File: src/rtl/inst_sram_axi_bridge_pkg.sv
// inst_sram_axi_bridge_pkg: AXI constants and AR state encoding shared by the fetch bridge
package inst_sram_axi_bridge_pkg;
  localparam logic [1:0] AXI_BURST_INCR = 2'b01;
  localparam logic [1:0] AXI_RESP_OKAY = 2'b00;
  typedef enum logic {AR_IDLE = 1'b0, AR_WAIT = 1'b1} ar_state_e;
endpackage

File: src/rtl/inst_sram_axi_bridge.sv
// inst_sram_axi_bridge: sram-like instruction fetch port to single-beat in-order AXI3 reads
// Define INST_BRIDGE_ERR_EN to enable the sticky bus_err flag.
module inst_sram_axi_bridge
  import inst_sram_axi_bridge_pkg::*;
#(
  parameter logic [3:0] AXI_ID = 4'd0,
  parameter int DEPTH = 2
) (
  input  logic        clk,
  input  logic        resetn,
  input  logic        inst_sram_en,
  input  logic        inst_sram_wr,
  input  logic [1:0]  inst_sram_size,
  input  logic [3:0]  inst_sram_wen,
  input  logic [31:0] inst_sram_addr,
  input  logic [31:0] inst_sram_wdata,
  output logic        inst_sram_addr_ok,
  output logic [31:0] inst_sram_addr_ok_addr,
  output logic        inst_sram_data_ok,
  output logic [31:0] inst_sram_rdata,
  output logic [3:0]  arid,
  output logic [31:0] araddr,
  output logic [7:0]  arlen,
  output logic [2:0]  arsize,
  output logic [1:0]  arburst,
  output logic [1:0]  arlock,
  output logic [3:0]  arcache,
  output logic [2:0]  arprot,
  output logic        arvalid,
  input  logic        arready,
  input  logic [3:0]  rid,
  input  logic [31:0] rdata,
  input  logic [1:0]  rresp,
  input  logic        rlast,
  input  logic        rvalid,
  output logic        rready,
  output logic        bus_err
);
  localparam int CW = $clog2(DEPTH + 1);
  localparam logic [CW-1:0] MAX = CW'(DEPTH);
  ar_state_e state;
  logic [CW-1:0] count;
  logic ar_hs, r_hs, unused;
  assign ar_hs = arvalid && arready;
  assign r_hs = rvalid && rready;
  assign rready = count != '0;
  assign inst_sram_addr_ok = ar_hs;
  assign inst_sram_addr_ok_addr = araddr;
  assign arlen = '0;
  assign arlock = '0;
  assign arcache = '0;
  assign arprot = '0;
  assign unused = ^{inst_sram_wen, inst_sram_wdata, rlast, rresp, rid};
  always_ff @(posedge clk) begin
    if (!resetn) begin
      state <= AR_IDLE;
      count <= '0;
      arvalid <= 1'b0;
      araddr <= '0;
      arsize <= '0;
      arid <= '0;
      arburst <= '0;
      inst_sram_data_ok <= 1'b0;
      inst_sram_rdata <= '0;
    end else begin
      arid <= AXI_ID;
      arburst <= AXI_BURST_INCR;
      count <= count + CW'(ar_hs) - CW'(r_hs);
      inst_sram_data_ok <= r_hs;
      if (r_hs) inst_sram_rdata <= rdata;
      if (state == AR_IDLE) begin
        if (inst_sram_en && !inst_sram_wr && count < MAX) begin
          araddr <= inst_sram_addr;
          arsize <= {1'b0, inst_sram_size};
          arvalid <= 1'b1;
          state <= AR_WAIT;
        end
      end else if (arready) begin
        arvalid <= 1'b0;
        state <= AR_IDLE;
      end
    end
  end
`ifdef INST_BRIDGE_ERR_EN
  // rdata is still forwarded on an erroring beat; only the flag records it
  always_ff @(posedge clk)
    bus_err <= !resetn ? 1'b0 : bus_err | (r_hs && (rresp != AXI_RESP_OKAY || rid != AXI_ID))
                                        | (inst_sram_en && inst_sram_wr);
`else
  assign bus_err = 1'b0;
`endif
endmodule
File: config.mk
export PLATFORM = sky130hd
export DESIGN_NAME = inst_sram_axi_bridge
export DESIGN_NICKNAME = d
export VERILOG_FILES = /design/src/rtl/inst_sram_axi_bridge_pkg.sv /design/src/rtl/inst_sram_axi_bridge.sv
export SDC_FILE = /design/constraint.sdc
export NUM_CORES = 1
export LEC_CHECK = 0
export ABC_AREA = 1
export CAP_MARGIN = 20
export CORE_MARGIN = 5
export CORE_UTILIZATION = 32
export DETAILED_ROUTE_END_ITERATION = 8
export HOLD_SLACK_MARGIN = 0.08
export PLACE_DENSITY_LB_ADDON = 0.12
export SLEW_MARGIN = 40
export SYNTH_ARGS = -nofsm -noshare
export SYNTH_HDL_FRONTEND = slang
export SYNTH_SLANG_ARGS = --single-unit
File: constraint.sdc
create_clock -name clk -period 1.52 [get_ports clk]
set_input_delay 0.304 -clock clk [delete_from_list [all_inputs] [get_ports clk]]
set_output_delay 0.304 -clock clk [all_outputs]
set_load 0.05 [all_outputs]
* After elaboration in Yosys (flattened, before gate mapping)
Cells that the tools add are included.
** Word-level totals
- Bits in read-only memories :: 0
- Memories kept :: 0
- Bits in registers :: 73
- Bits in latches :: 0
- Bits in writable memories :: 0
- Output and inout port bits :: 127
- Input bits :: 115
** Cells by class
- Add/subtract/negate cells :: 2
- Divide/modulo/power cells :: 0
- Equality and inequality tests :: 1
- Reductions and logical operators :: 9
- Bitwise logic cells :: 1
- $mul :: 0
- $lt $le $gt $ge :: 1
- Shift-type cells :: 0
- Mux-type cells :: 7
** Operators with widths (number)
- $mux 1 :: 7
- $logic_and 1x1->1 :: 4
- $reduce_and 2->1 :: 2
- $reduce_bool 2->1 :: 2
- $add 2x1->2 :: 1
- $lt 2x2->1 const B :: 1
- $ne 2x2->1 const B :: 1
- $sub 2x1->2 :: 1
- $logic_not 1->1 :: 1
- $not 1->1 :: 1

* Logic depth before layout (Yosys ltp)
Gate-level depths: netlist (run 1).
- Depth in word-level cells :: 5
- Gate-level depth with buffers :: 12

* Least setup slack after synthesis (run 1)
Ideal clock, no wire load.
- Path type :: register -> register
- From :: reg arvalid
- To :: reg count[1]
- Buffers on the path :: 0
- Period minus slack after synthesis :: 1.664 ns
- Arrival time :: 1.549 ns
- Stages on the path, launching flop included :: 9
- Path slack :: -0.144 ns
- Cell sequence :: dfxtp_1 > nand2_1 > inv_1 > ha_1 > inv_1 > nand2_1 > nand3_1 > nand2_1 > nor2_1
** Between the ends
- Word-level cells in the longest chain between the ends :: 3
** Ends and longest elaborated chain
- from (decl) :: line inst_sram_axi_bridge.sv:29 : output logic arvalid,
- from (signal assigned) :: line inst_sram_axi_bridge.sv:58 : arvalid <= 1'b0;
- from (signal assigned) :: line inst_sram_axi_bridge.sv:75 : arvalid <= 1'b1;
- from (signal assigned) :: line inst_sram_axi_bridge.sv:79 : arvalid <= 1'b0;
- $logic_and 1x1->1 :: line inst_sram_axi_bridge.sv:44 : assign ar_hs = arvalid && arready;
- net inst_sram_addr_ok :: line inst_sram_axi_bridge.sv:17 : output logic inst_sram_addr_ok,
- $add 2x1->2 :: line inst_sram_axi_bridge.sv:68 : count <= count + CW'(ar_hs) - CW'(r_hs);
- $sub 2x1->2 :: line inst_sram_axi_bridge.sv:68
- to (signal assigned) :: line inst_sram_axi_bridge.sv:68
- to (decl) :: line inst_sram_axi_bridge.sv:42 : logic [CW-1:0] count;
The timed path passes the listed nets, and every way through them passes these cells.
A chain may end at the register's enable or synchronous reset.

* Worst setup path after layout (run 1)
- From :: reg count[1]
- To :: out rready
** Between the ends
- Word-level cells in the longest chain between the ends :: 1
** Ends and longest elaborated chain
- $reduce_bool 2->1 :: line inst_sram_axi_bridge.sv:46 : assign rready = count != '0;
- to (decl) :: line inst_sram_axi_bridge.sv:36 : output logic rready,
Every way passes these cells.

==> results.json, run 1 <==
{
  "worstReg2RegStart": "count[1]",
  "yosysWarnings": 0,
  "cts_tree": "built",
  "leakage_nw": 2.972,
  "first_pass_iters": 4,
  "worstHoldStart": "resetn",
  "cp_slowest_stage_delay_ns": 0.34,
  "status": "completed",
  "wl_per_cell_um": 12.17,
  "maxCapViolations": 0,
  "skew_ns": 0.01013,
  "initial_core_util": 0.3266,
  "clock_latency_ns": 0.33,
  "synth_cell_types": 16,
  "synth_ff_type": "dfxtp_1",
  "r2r_cells": 9,
  "cts_hold_buf": 0,
  "synthToLayoutAreaGrowth_pct": 79.56,
  "synth_enable_flop_cells": 0,
  "cp.depth": 5,
  "drive_gt1_frac": 0.2207,
  "final-setup-viol-count": 0,
  "ir_drop_v": 0.0009199,
  "cts_max_path_buffers": 2,
  "crit_family": "buffers and inverters",
  "finalWirelength_um": 9807,
  "clock-root-buffer": "clkbuf_8",
  "io_pins": 242,
  "finalHoldViolations": 0,
  "track_usage": 0.1420,
  "vias": 3366,
  "cp-startpoint": "count[1]",
  "syn_inst": 524,
  "async_flop_share": 0,
  "min_path_cells": 1,
  "vias_per_cell": 4.176,
  "rsz0062_at_grt": "true",
  "yosys.area.top_type": "dfxtp_1",
  "yosysMostFrequentCell": "nor2_1",
  "cp.arrival_ns": 1.17,
  "cp_max_fo": 3,
  "final_nets": 779,
  "grt_max_degree": 53,
  "die-area_mm2": 0.01332,
  "dieHeight_um": 115.4,
  "synth_common_cells": "nor2_1, inv_1, nand2_1",
  "worst_setup_path_end_kind": "primary output",
  "diodes": 0,
  "drc": 0,
  "max_freq_mhz": 676.9,
  "numCtsBuffers": 9,
  "p_per_area_mw_per_mm2": 1647,
  "portBuffers": 174,
  "ys_seq_area_frac": 0.4053,
  "path_cells": "buf_6, inv_1, nand2_2, buf_6, buf_12",
  "coreArea_mm2": 0.01089,
  "hpwlAfterDp_um": 7628,
  "fin_crit_sh": 0.9720,
  "power.total_mw": 10.52,
  "postRouteAntennaNets": 0,
  "hold_path.class": "input pin to register",
  "synth_area_leaders": "dfxtp_1, buf_4, nor2_1",
  "synth.cell_area_mm2": 0.003556,
  "critPathRequiredTime_ns": 1.22,
  "fin_crit_ns": 1.477,
  "fin_area_mm2": 0.006385,
  "start_kind": "register",
  "place_congestion": 0.7345,
  "path_clk_slew_ns": 0.08,
  "crit_buf_inv": 4,
  "clock_sinks": 72,
  "syn_avg_cell_area_um2": 6.786,
  "overflow": 0,
  "ys_ff_latch": 72,
  "slew_violations": 0,
  "cp_slowest_cell": "dfxtp_2",
  "drtIter0Drc": 96,
  "placed_cell_area_mm2": 0.006130,
  "htreeDepth": 3,
  "grt_pass1_vias": 3125,
  "grt_pass1_wl_um": 15260,
  "worstSetupPathType": "register to primary output",
  "path_common_cell": "buf_6",
  "die_w_um": 115.4,
  "num_rows": 38,
  "antenna_found_initial": 0,
  "synth_top_area_share": 0.4053
}
-- layout by cell type (no fill, tap or decap), types with 15 or more instances in the layout --
cell and instances:
a21oi_1 37, buf_12 104, buf_4 15, clkdlybuf4s50_1 68
conb_1 24, dfxtp_1 70, inv_1 76, nand2_1 74
nand3_1 67, nor2_1 99
-- report_power, final --
part	total (mW)	switching, mW	internal [mW]
registers	2.88	0.546	2.33
clock network	1.47	0.687	0.787
logic	6.16	3.34	2.82
total	10.5	4.57	5.95
-- layout make-up --
class,count,area (um2)
fill,977,4503
timing repair buffer,192,2928
sequential,72,1444
multi-input combinational,310,1363
inverter,77,289.0
tap,140,175.2
clock buffer,11,141.4
clock inverter,4,45.04
-- flip-flops by register name, summed over array words and instances (netlist names) --
signal and cells:
arvalid 1, inst_sram_rdata 32, state 1, arsize 2
inst_sram_data_ok 1, count 2, arburst 1, araddr 32
-- worst register-to-register path, stage by stage (launching register included) --
cell and delay, ns:
dfxtp_2 0.34, nor2_4 0.14, nor2_4 0.06, ha_4 0.25, inv_1 0.04, ha_2 0.17, inv_1 0.06, nand2_2 0.05
a21oi_1 0.12, nor2_1 0.06
-- per-layer routing --
metal,part of all wire,vias up,global-route usage
met2,0.48,122,0.2396
met3,0.11,11,0.05849
met4,0.0095,0,0.03991
met5,0,-,0
met1,0.41,1459,0.1663
li1,-,1774,-
-- metrics by stage --
stage | TNS [ns] | utilization | std cells | hold slack (ns) | setup slack (ns)
floorplan | 0 | - | 547 | 0.3317 | 0.003221
global placement | -0.3209 | 0.5630 | 787 | 0.4802 | -0.2256
detailed placement | -0.6256 | 0.5630 | 787 | 0.4862 | -0.2543
CTS | 0 | 0.5818 | 803 | 0.1836 | 0.008493
global route | -0.04769 | 0.5864 | 806 | 0.1753 | -0.02902
finish | 0 | 0.5864 | 806 | 0.1995 | 0.04260
-- cell families (layout without fill, tap and decap cells) --
logic type | count (synthesis) | count (layout) | synth area share
adders and majority gates | 2 | 2 | 0.007036
other | 1 | 24 | 0.001055
buffers and inverters | 165 | 284 | 0.2463
AOI/OAI and AO/OA | 37 | 37 | 0.05208
DFF | 72 | 72 | 0.4053
and+or+nand+nor | 247 | 247 | 0.2882
-- final timing paths --
check,endpoint,slack [ns]
setup / recovery,rready,0.04
hold / removal,arburst[0],0.20
setup reg to reg,count[1],0.12
hold reg to reg,arvalid,0.49
-- what timing repair did --
item                       CTS  global route
setup buffers                1             3
setup endpoints to repair    1             3
resized for setup            4             6
pin swaps                    0             2
No activity file was read; power rests on OpenSTA's default activity.
==> inputs of run 2 (changes only) <==
- CTS_CLUSTER_DIAMETER: not set -> 50
==> results of run 2 <==
No change in the layout: final DEF, timing and power equal those of run 1.
